`src/rtl/uart_pkg.sv`:
```
// Shared UART definitions: frame FSM encoding and default frame/timing constants,
// common to the transmit and receive paths.
package uart_pkg;

  typedef enum logic [2:0] {
    IDLE   = 3'd0,
    START  = 3'd1,
    DATA   = 3'd2,
    PARITY = 3'd3,
    STOP   = 3'd4
  } uart_state_e;

  localparam int unsigned DEFAULT_CLKS_PER_BIT = 16;
  localparam int unsigned DEFAULT_DATA_BITS    = 8;

endpackage

```
`src/rtl/uart_tx_engine_if.sv`:
```
// Host-side transmit handshake: start/data in, busy/done/serial line out.
interface uart_tx_engine_if
  import uart_pkg::*;
#(
  parameter int DATA_BITS = DEFAULT_DATA_BITS
) ();

  logic                 tx_start;
  logic [DATA_BITS-1:0] tx_data;
  logic                 tx_busy;
  logic                 tx_done;
  logic                 serial_out;

  modport master (
    output tx_start,
    output tx_data,
    input  tx_busy,
    input  tx_done,
    input  serial_out
  );

  modport slave (
    input  tx_start,
    input  tx_data,
    output tx_busy,
    output tx_done,
    output serial_out
  );

endinterface

```
`src/rtl/uart_baud_counter.sv`:
```
// Bit-period counter: counts 0..CLKS_PER_BIT-1 and flags the last cycle of each bit.
module uart_baud_counter
  import uart_pkg::*;
#(
  parameter int CLKS_PER_BIT = DEFAULT_CLKS_PER_BIT
) (
  input  logic clk,
  input  logic rst_n,
  input  logic clear_i,
  input  logic enable_i,
  output logic bit_tick_o
);

  localparam int CNT_W = $clog2(CLKS_PER_BIT);
  localparam logic [CNT_W-1:0] LAST_CNT = CNT_W'(CLKS_PER_BIT - 1);

  logic [CNT_W-1:0] count_q, count_d;

  assign bit_tick_o = enable_i && (count_q == LAST_CNT);

  // Clear wins over enable; the count wraps to zero on every bit boundary.
  always_comb begin
    count_d = count_q;
    if (clear_i) begin
      count_d = '0;
    end else if (enable_i) begin
      count_d = bit_tick_o ? '0 : count_q + CNT_W'(1);
    end
  end

  always_ff @(posedge clk or negedge rst_n) begin
    if (!rst_n) begin
      count_q <= '0;
    end else begin
      count_q <= count_d;
    end
  end

endmodule

```
`src/rtl/uart_tx_engine.sv`:
```
// UART transmitter: start bit, DATA_BITS data bits LSB first, optional parity, one stop bit.
// Frame FSM, shift register and parity live here; bit timing comes from uart_baud_counter.
module uart_tx_engine
  import uart_pkg::*;
#(
  parameter int CLKS_PER_BIT = DEFAULT_CLKS_PER_BIT,
  parameter int DATA_BITS    = DEFAULT_DATA_BITS,
  parameter int PARITY_EN    = 0,
  parameter int PARITY_ODD   = 0
) (
  input  logic             clk,
  input  logic             rst_n,
  uart_tx_engine_if.slave  bus
);

  localparam int BIT_W = $clog2(DATA_BITS);
  localparam logic [BIT_W-1:0] LAST_BIT = BIT_W'(DATA_BITS - 1);
  localparam logic PARITY_INV = (PARITY_ODD != 0);

  uart_state_e          state_q, state_d;
  logic [BIT_W-1:0]     bitCnt_q, bitCnt_d;
  logic [DATA_BITS-1:0] shiftReg_q, shiftReg_d;
  logic                 parity_q, parity_d;
  logic                 serialOut_q, serialOut_d;
  logic                 done_q, done_d;
  logic                 bitTick;

  uart_baud_counter #(
    .CLKS_PER_BIT(CLKS_PER_BIT)
  ) u_baud (
    .clk       (clk),
    .rst_n     (rst_n),
    .clear_i   (state_q == IDLE),
    .enable_i  (state_q != IDLE),
    .bit_tick_o(bitTick)
  );

  always_ff @(posedge clk or negedge rst_n) begin
    if (!rst_n) begin
      state_q     <= IDLE;
      bitCnt_q    <= '0;
      shiftReg_q  <= '0;
      parity_q    <= 1'b0;
      serialOut_q <= 1'b1;
      done_q      <= 1'b0;
    end else begin
      state_q     <= state_d;
      bitCnt_q    <= bitCnt_d;
      shiftReg_q  <= shiftReg_d;
      parity_q    <= parity_d;
      serialOut_q <= serialOut_d;
      done_q      <= done_d;
    end
  end

  // Acceptance also covers the tx_done cycle, which is what makes frames back-to-back.
  always_comb begin
    state_d    = state_q;
    bitCnt_d   = bitCnt_q;
    shiftReg_d = shiftReg_q;
    parity_d   = parity_q;
    case (state_q)
      IDLE: begin
        if (bus.tx_start) begin
          state_d    = START;
          bitCnt_d   = '0;
          shiftReg_d = bus.tx_data;
          parity_d   = (^bus.tx_data) ^ PARITY_INV;
        end
      end
      START: begin
        if (bitTick) state_d = DATA;
      end
      DATA: begin
        if (bitTick) begin
          shiftReg_d = shiftReg_q >> 1;
          if (bitCnt_q == LAST_BIT) begin
            bitCnt_d = '0;
            state_d  = (PARITY_EN != 0) ? PARITY : STOP;
          end else begin
            bitCnt_d = bitCnt_q + BIT_W'(1);
          end
        end
      end
      PARITY: begin
        if (bitTick) state_d = STOP;
      end
      STOP: begin
        if (bitTick) state_d = IDLE;
      end
      default: state_d = IDLE;
    endcase
  end

  // The line is registered, so its next value follows the next state rather than the current one.
  always_comb begin
    serialOut_d = 1'b1;
    case (state_d)
      START:   serialOut_d = 1'b0;
      DATA:    serialOut_d = shiftReg_d[0];
      PARITY:  serialOut_d = parity_d;
      default: serialOut_d = 1'b1;
    endcase
    done_d      = (state_q == STOP) && bitTick;
    bus.tx_busy = (state_q != IDLE);
  end

  assign bus.serial_out = serialOut_q;
  assign bus.tx_done    = done_q;

endmodule
```
`src/flat_wrapper.sv`:
```
// flat-port wrapper written by rule: the top's interface ports become plain ports
module uart_tx_engine_flat import uart_pkg::*;
#(
  parameter int CLKS_PER_BIT = DEFAULT_CLKS_PER_BIT,
  parameter int DATA_BITS    = DEFAULT_DATA_BITS,
  parameter int PARITY_EN    = 0,
  parameter int PARITY_ODD   = 0
)
  (clk, rst_n, bus_tx_start, bus_tx_data, bus_tx_busy, bus_tx_done, bus_serial_out);
  uart_tx_engine_if #(.DATA_BITS(DATA_BITS)) bus_i ();
  input  logic clk;
  input  logic rst_n;
  input wire logic [$bits(bus_i.tx_start)-1:0] bus_tx_start;
  input wire logic [$bits(bus_i.tx_data)-1:0] bus_tx_data;
  output wire logic [$bits(bus_i.tx_busy)-1:0] bus_tx_busy;
  output wire logic [$bits(bus_i.tx_done)-1:0] bus_tx_done;
  output wire logic [$bits(bus_i.serial_out)-1:0] bus_serial_out;
  assign bus_i.tx_start = bus_tx_start;
  assign bus_i.tx_data = bus_tx_data;
  assign bus_tx_busy = bus_i.tx_busy;
  assign bus_tx_done = bus_i.tx_done;
  assign bus_serial_out = bus_i.serial_out;
  uart_tx_engine #(.CLKS_PER_BIT(CLKS_PER_BIT), .DATA_BITS(DATA_BITS), .PARITY_EN(PARITY_EN), .PARITY_ODD(PARITY_ODD)) u_core (.clk(clk), .rst_n(rst_n), .bus(bus_i));
endmodule
```
`config.mk`:
```
export PLATFORM = sky130hd
export DESIGN_NAME = uart_tx_engine_flat
export DESIGN_NICKNAME = d
export VERILOG_FILES = /design/src/rtl/uart_pkg.sv /design/src/rtl/uart_tx_engine_if.sv /design/src/rtl/uart_baud_counter.sv /design/src/rtl/uart_tx_engine.sv /design/src/flat_wrapper.sv
export SDC_FILE = /design/constraint.sdc
export NUM_CORES = 1
export LEC_CHECK = 0
export ABC_AREA = 0
export CORE_MARGIN = 10
export CORE_UTILIZATION = 57
export DETAILED_ROUTE_END_ITERATION = 12
export PLACE_DENSITY = 0.82
export SYNTH_ARGS = -nofsm -noshare
export SYNTH_HDL_FRONTEND = slang
export SYNTH_SLANG_ARGS = --single-unit
```
`constraint.sdc`:
```
create_clock -name clk -period 5.18 [get_ports clk]
set_clock_uncertainty 0.1 [all_clocks]
set_input_delay 0.777 -clock clk [delete_from_list [all_inputs] [get_ports clk]]
set_output_delay 0.777 -clock clk [all_outputs]
set_load 0.005 [all_outputs]
```
==> Yosys cells after proc, flatten, opt, wreduce, memory -nomap -nowiden <==
Cells that the tools add are included.
{ "word_totals": {"regBits": 21, "input_bits": 11, "output_inout_bits": 3, "wordCells": 49} }
{ "classes": {"n_addsub": 2, "n_eq_ne": 11, "n_mux": 20, "reduce_logical": 8} }
{ "ops": {"columns": ["op", "count"], "rows": [
  ["$mux W3", 9],
  ["$mux W8", 2],
  ["$pmux W8 S2", 1],
  ["$pmux W3 S5", 1],
  ["$eq A3 B2 Y1 const B", 4],
  ["$mux W4", 3],
  ["$reduce_xor A8 Y1", 1],
  ["$eq A3 B1 Y1 const B", 2],
  ["$eq A3 B3 Y1 const B", 2],
  ["$pmux W3 S2", 1],
  ["$add A4 B1 Y4 const B", 1],
  ["$eq A4 B4 Y1 const B", 1],
  ["$reduce_bool A2 Y1", 2],
  ["$add A3 B1 Y3 const B", 1],
  ["$logic_not A3 Y1", 1],
  ["$pmux W1 S3", 1],
  ["$reduce_and A3 Y1", 1],
  ["$reduce_bool A3 Y1", 1],
  ["$logic_and A1 B1 Y1", 2],
  ["$mux W1", 2],
  ["$ne A2 B1 Y1 const B", 1],
  ["$ne A2 B2 Y1 const B", 1]
]} }

==> Logic depth before layout (Yosys ltp) <==
{ "logic_depth": {"depth_word": 6, "depth_mapped": 7, "depth_no_buf": 6} }

==> Modules after synthesis <==
From an unflattened synthesis, not the netlist that was laid out.
{ "hier_totals": {"cells_unflattened": 107, "hier_area_um2": 1063.5} }
{ "by_module_without_submodules": {"columns": ["module", "instances", "cells_per_inst", "area_per_inst_um2", "seq_area_each_um2"], "rows": [
  ["uart_tx_engine", 1, 85, 858.3, 426.7],
  ["uart_baud_counter", 1, 22, 205.2, 100.1]
]} }

==> Worst setup path before layout <==
No wires, ideal clock.
{ "synth_timing": {"kind": "flip-flop to output port", "from": "reg u_core.state_q[0]", "to": "out bus_tx_busy", "arrival_ns": 0.968, "t_required_ns": 4.303, "path_slack_ns": 3.335, "stages_incl_launch_ff": 4, "n_path_buf": 1, "cell_sequence": "dfrtp_1 buf_2 nor3_1 inv_1"} }
{ "synth_via": {"elab_chain_len": 1} }
{ "synth_lines": {"columns": ["element", "line", "rtl"], "rows": [
  ["start, declared", "uart_tx_engine.sv:20", "uart_state_e state_q, state_d;"],
  ["start signal, assigned", "uart_tx_engine.sv:47", "state_q <= state_d;"],
  ["$reduce_bool A3 Y1", "uart_tx_engine.sv:105", "bus.tx_busy = (state_q != IDLE);"],
  ["end, declared", "flat_wrapper.sv:15", "output wire logic [$bits(bus_i.tx_busy)-1:0] bus_tx_busy;"]
]} }
No other way between the ends.

==> Final worst setup path <==
Ends and elaborated chain as after synthesis.

==> metrics <==
Avg Inst Size Synth=around 11 um2; setup ws final=between 2 and 2.5 ns; LEAKAGE=approximately 0.00053 uW; Vert. Die Dim=between 60 and 70 um; Sink Count=21; unrepaired setup endpoints after global routing=false; Global Route Usage Sum=about 10%; pre-CTS setup slack=around 2.6 ns; Vias/cell=about 5.6; die area=between 3000 and 4000 um2; post-synthesis adder-cell area fraction=3.57%; Non-Filler Instances=approximately 130; Num CTS Buffers=3; Slowest cell on crit path=nor3_1; final wirelength=~1900 um; flop-to-flop setup slack=between 3 and 4 ns; Worst-path clk slew=between 0.1 and 0.15 ns; drt wl/cell=approximately 14 um; mux cell area share after synthesis=0%; Max Fclk=362 MHz; clk_lat worst skew=slightly below 0.3 ns; area post-placement=1180 um2; CTS tree=built; sequential share of the synthesized area=50.1%; critical-path maximum fanout=8; internal power=214 uW; Worst Tran Pin Value=between 0.8 and 0.9 ns; DRC errors left=0; Final HPWL DP=roughly 1400 um; synth warn=0; layout cells sized above 1=10.1%; clk buf depth=2; startpoint types=register; Post-Syn Area=approximately 1100 um2; HP Class=register to register; Logic pwr share=10.5%; Yosys top cell area share=47.6%; core area=1750 um2; Compound-Gate Fraction of Synth Area=approximately 17%; Post-DRT Antenna Nets=0; Seq cells post-synth=21; Reg power frac=approximately three fifths; area delta synth->final=14.7%; Switching Share=22.4%; Period Utilization, post-route=~53%; CP Cell Sequence=nor3_1, inv_1, clkdlybuf4s50_1; global-route wire length before repair=roughly 3400 um; peak supply drop=roughly 190 uV; setup_tns=0 ns; CTS Root Cell=clkbuf_4; initial core utilization=~60%; area leader, netlist=dfrtp_1; Clock power frac=about 28%; # IOs=14; slew margin rel.=40.2%; CP Data Arrival Time=1.88 ns; IO Port Bufs=13; PwrDens=229 nW/um2; post-synth cell types=34; Setup violations, final=0; initial antenna violation count=0; antenna cells=0; Worst Path Buf+Inv=2; dpl cells=130; worst endpoint required time=4.30 ns; Crit Path Category=register to primary output; Net Sw Power=roughly 62 uW; postcts setup bufs=0; 1st-pass router iterations=4; vias=roughly 740; post-synthesis xor/xnor area fraction=roughly 6.7%; Rows=15; H-Tree Depth=1; MaxCap Viol Count=0; Crit path max-delay family=simple AND/OR/NAND/NOR gates; Post-Syn Nets=between 100 and 150; largest family of logic cells by synthesized area=simple AND/OR/NAND/NOR gates; Synth Instances=97; status=finished clean; Min Hold Slack=approximately 0.4 ns; DIE WIDTH=approximately 63 um; Layout Nets=between 100 and 150; DR iter-0 viols=16; Hold Buf Count CTS=0; Overflow after GRT=0; Resized Gates After CTS=0; Final Hold Vio Count=0; GP Congestion=roughly 0.78; Final min period=about 2.8 ns; slowest stage delay, CP=around 0.54 ns; Slew Viols, Final=0; Synth Area in Simple Gates=between 10% and 20%; vias in the first global route=754; largest net degree at the start of global routing=22; fill count=about 140; Synth area leaders=dfrtp_1, xnor2_1, nand2_1, a22oi_1, ha_1; Final Cell Area=between 1000 and 1500 um2; CP endpoint kind=primary output
[flip-flops by register name, indices dropped and copies added, names as in the netlist]
name	flops
u_core.bitCnt_q	3
u_core.bus.serial_out	1
u_core.bus.tx_done	1
u_core.parity_q	1
u_core.shiftReg_q	8
u_core.state_q	3
u_core.u_baud.count_q	4
[worst min-delay path: stages, from the launching register on]
cell     delay [ns]
dfrtp_1        0.36
nand2_1        0.05
nand2_1        0.06
[stage by stage]
step | total power [uW] | util (%)
detailed placement | 204 | 67.6
floorplan | 189 | -
CTS | 279 | 69.2
finish | 276 | 69.2
global placement | 203 | 67.6
global route | 289 | 69.2
[final timing paths]
check	from	end	cells after the start
hold reg to reg	u_core.shiftReg_q[2]$_DFFE_PN0P_	u_core.shiftReg_q[2]$_DFFE_PN0P_	2
setup / recovery	u_core.state_q[0]$_DFF_PN0_	bus_tx_busy	3
min in group asynchronous	rst_n	u_core.bus.tx_done$_DFF_PN0_	1
setup reg to reg	u_core.state_q[0]$_DFF_PN0_	u_core.bitCnt_q[0]$_DFFE_PN0P_	3
hold / removal	u_core.shiftReg_q[2]$_DFFE_PN0P_	u_core.shiftReg_q[2]$_DFFE_PN0P_	2
max in group asynchronous	rst_n	u_core.shiftReg_q[4]$_DFFE_PN0P_	1
[power by group through the flow]
| stage | Sequential [uW] | Clock, uW | Combinational, uW |
|---|---|---|---|
| 2_1_floorplan | 174 | 0 | 14.9 |
| 3_3_place_gp | 174 | 0 | 29.0 |
| 3_5_place_dp | 174 | 0 | 29.6 |
| 4_1_cts | 171 | 78.1 | 29.7 |
| 5_1_grt | 172 | 84.8 | 32.3 |
| 6_report | 171 | 76.5 | 29.1 |
[metal layers]
layer | vias up | routed length [um] | track usage, %
met5 | - | 0 | 0
met4 | 0 | 12 | 2.51
met3 | 2 | 75 | 3.05
met2 | 17 | 865 | 15.9
met1 | 362 | 948 | 13.0
li1 | 363 | - | -
[final cells by class]
cell class / instances / area, um2 / area share (%)
clock inverters: 1 / 5.00 / 0.415
repair buffers: 13 / 130 / 10.8
multi-input cells: 68 / 480 / 39.8
inverters: 3 / 11.3 / 0.933
flip-flops and latches: 21 / 527 / 43.6
well taps: 25 / 31.3 / 2.59
clock buffers: 3 / 22.5 / 1.87
[kinds of logic (layout without fill, tap and decap cells)]
| kind of cell | after synthesis | after routing |
|---|---|---|
| xor+xnor | 8 | 8 |
| flops | 21 | 21 |
| buf+inv | 8 | 20 |
| compound gates | 23 | 23 |
| simple gates | 34 | 34 |
| fa+ha+maj | 3 | 3 |
[synth_stat cells, drive strengths merged]
library cell / number
dfrtp: 20
o32ai: 1
nand2b: 1
ha: 3
o21ai: 2
inv: 3
dfstp: 1
nand3: 1
nand2: 17
nor3: 3
nor4b: 1
nor3b: 1
and3: 1
nand4b: 1
o2111ai: 1
nor2: 5
nand3b: 1
a32o: 1
a22o: 3
xnor2: 8
a22oi: 6
buf: 4
clkbuf: 1
a211oi: 1
or2: 1
a21oi: 5
o21bai: 1
a2111oi: 1
nor2b: 1
o22ai: 1
[cells in the final DEF (no fill, tap or decap), types with 2 or more instances in the layout]
master           synthesis  routed
a22oi_1                  6       6
dfrtp_1                 20      20
inv_1                    3       3
nor3_1                   2       2
nand2_1                 17      17
ha_1                     3       3
clkdlybuf4s50_1          0      13
clkbuf_4                 0       3
xnor2_1                  8       8
a22o_1                   3       3
nor2_1                   5       5
a21oi_1                  5       5
Note: power is estimated with default switching activity, not from simulation.
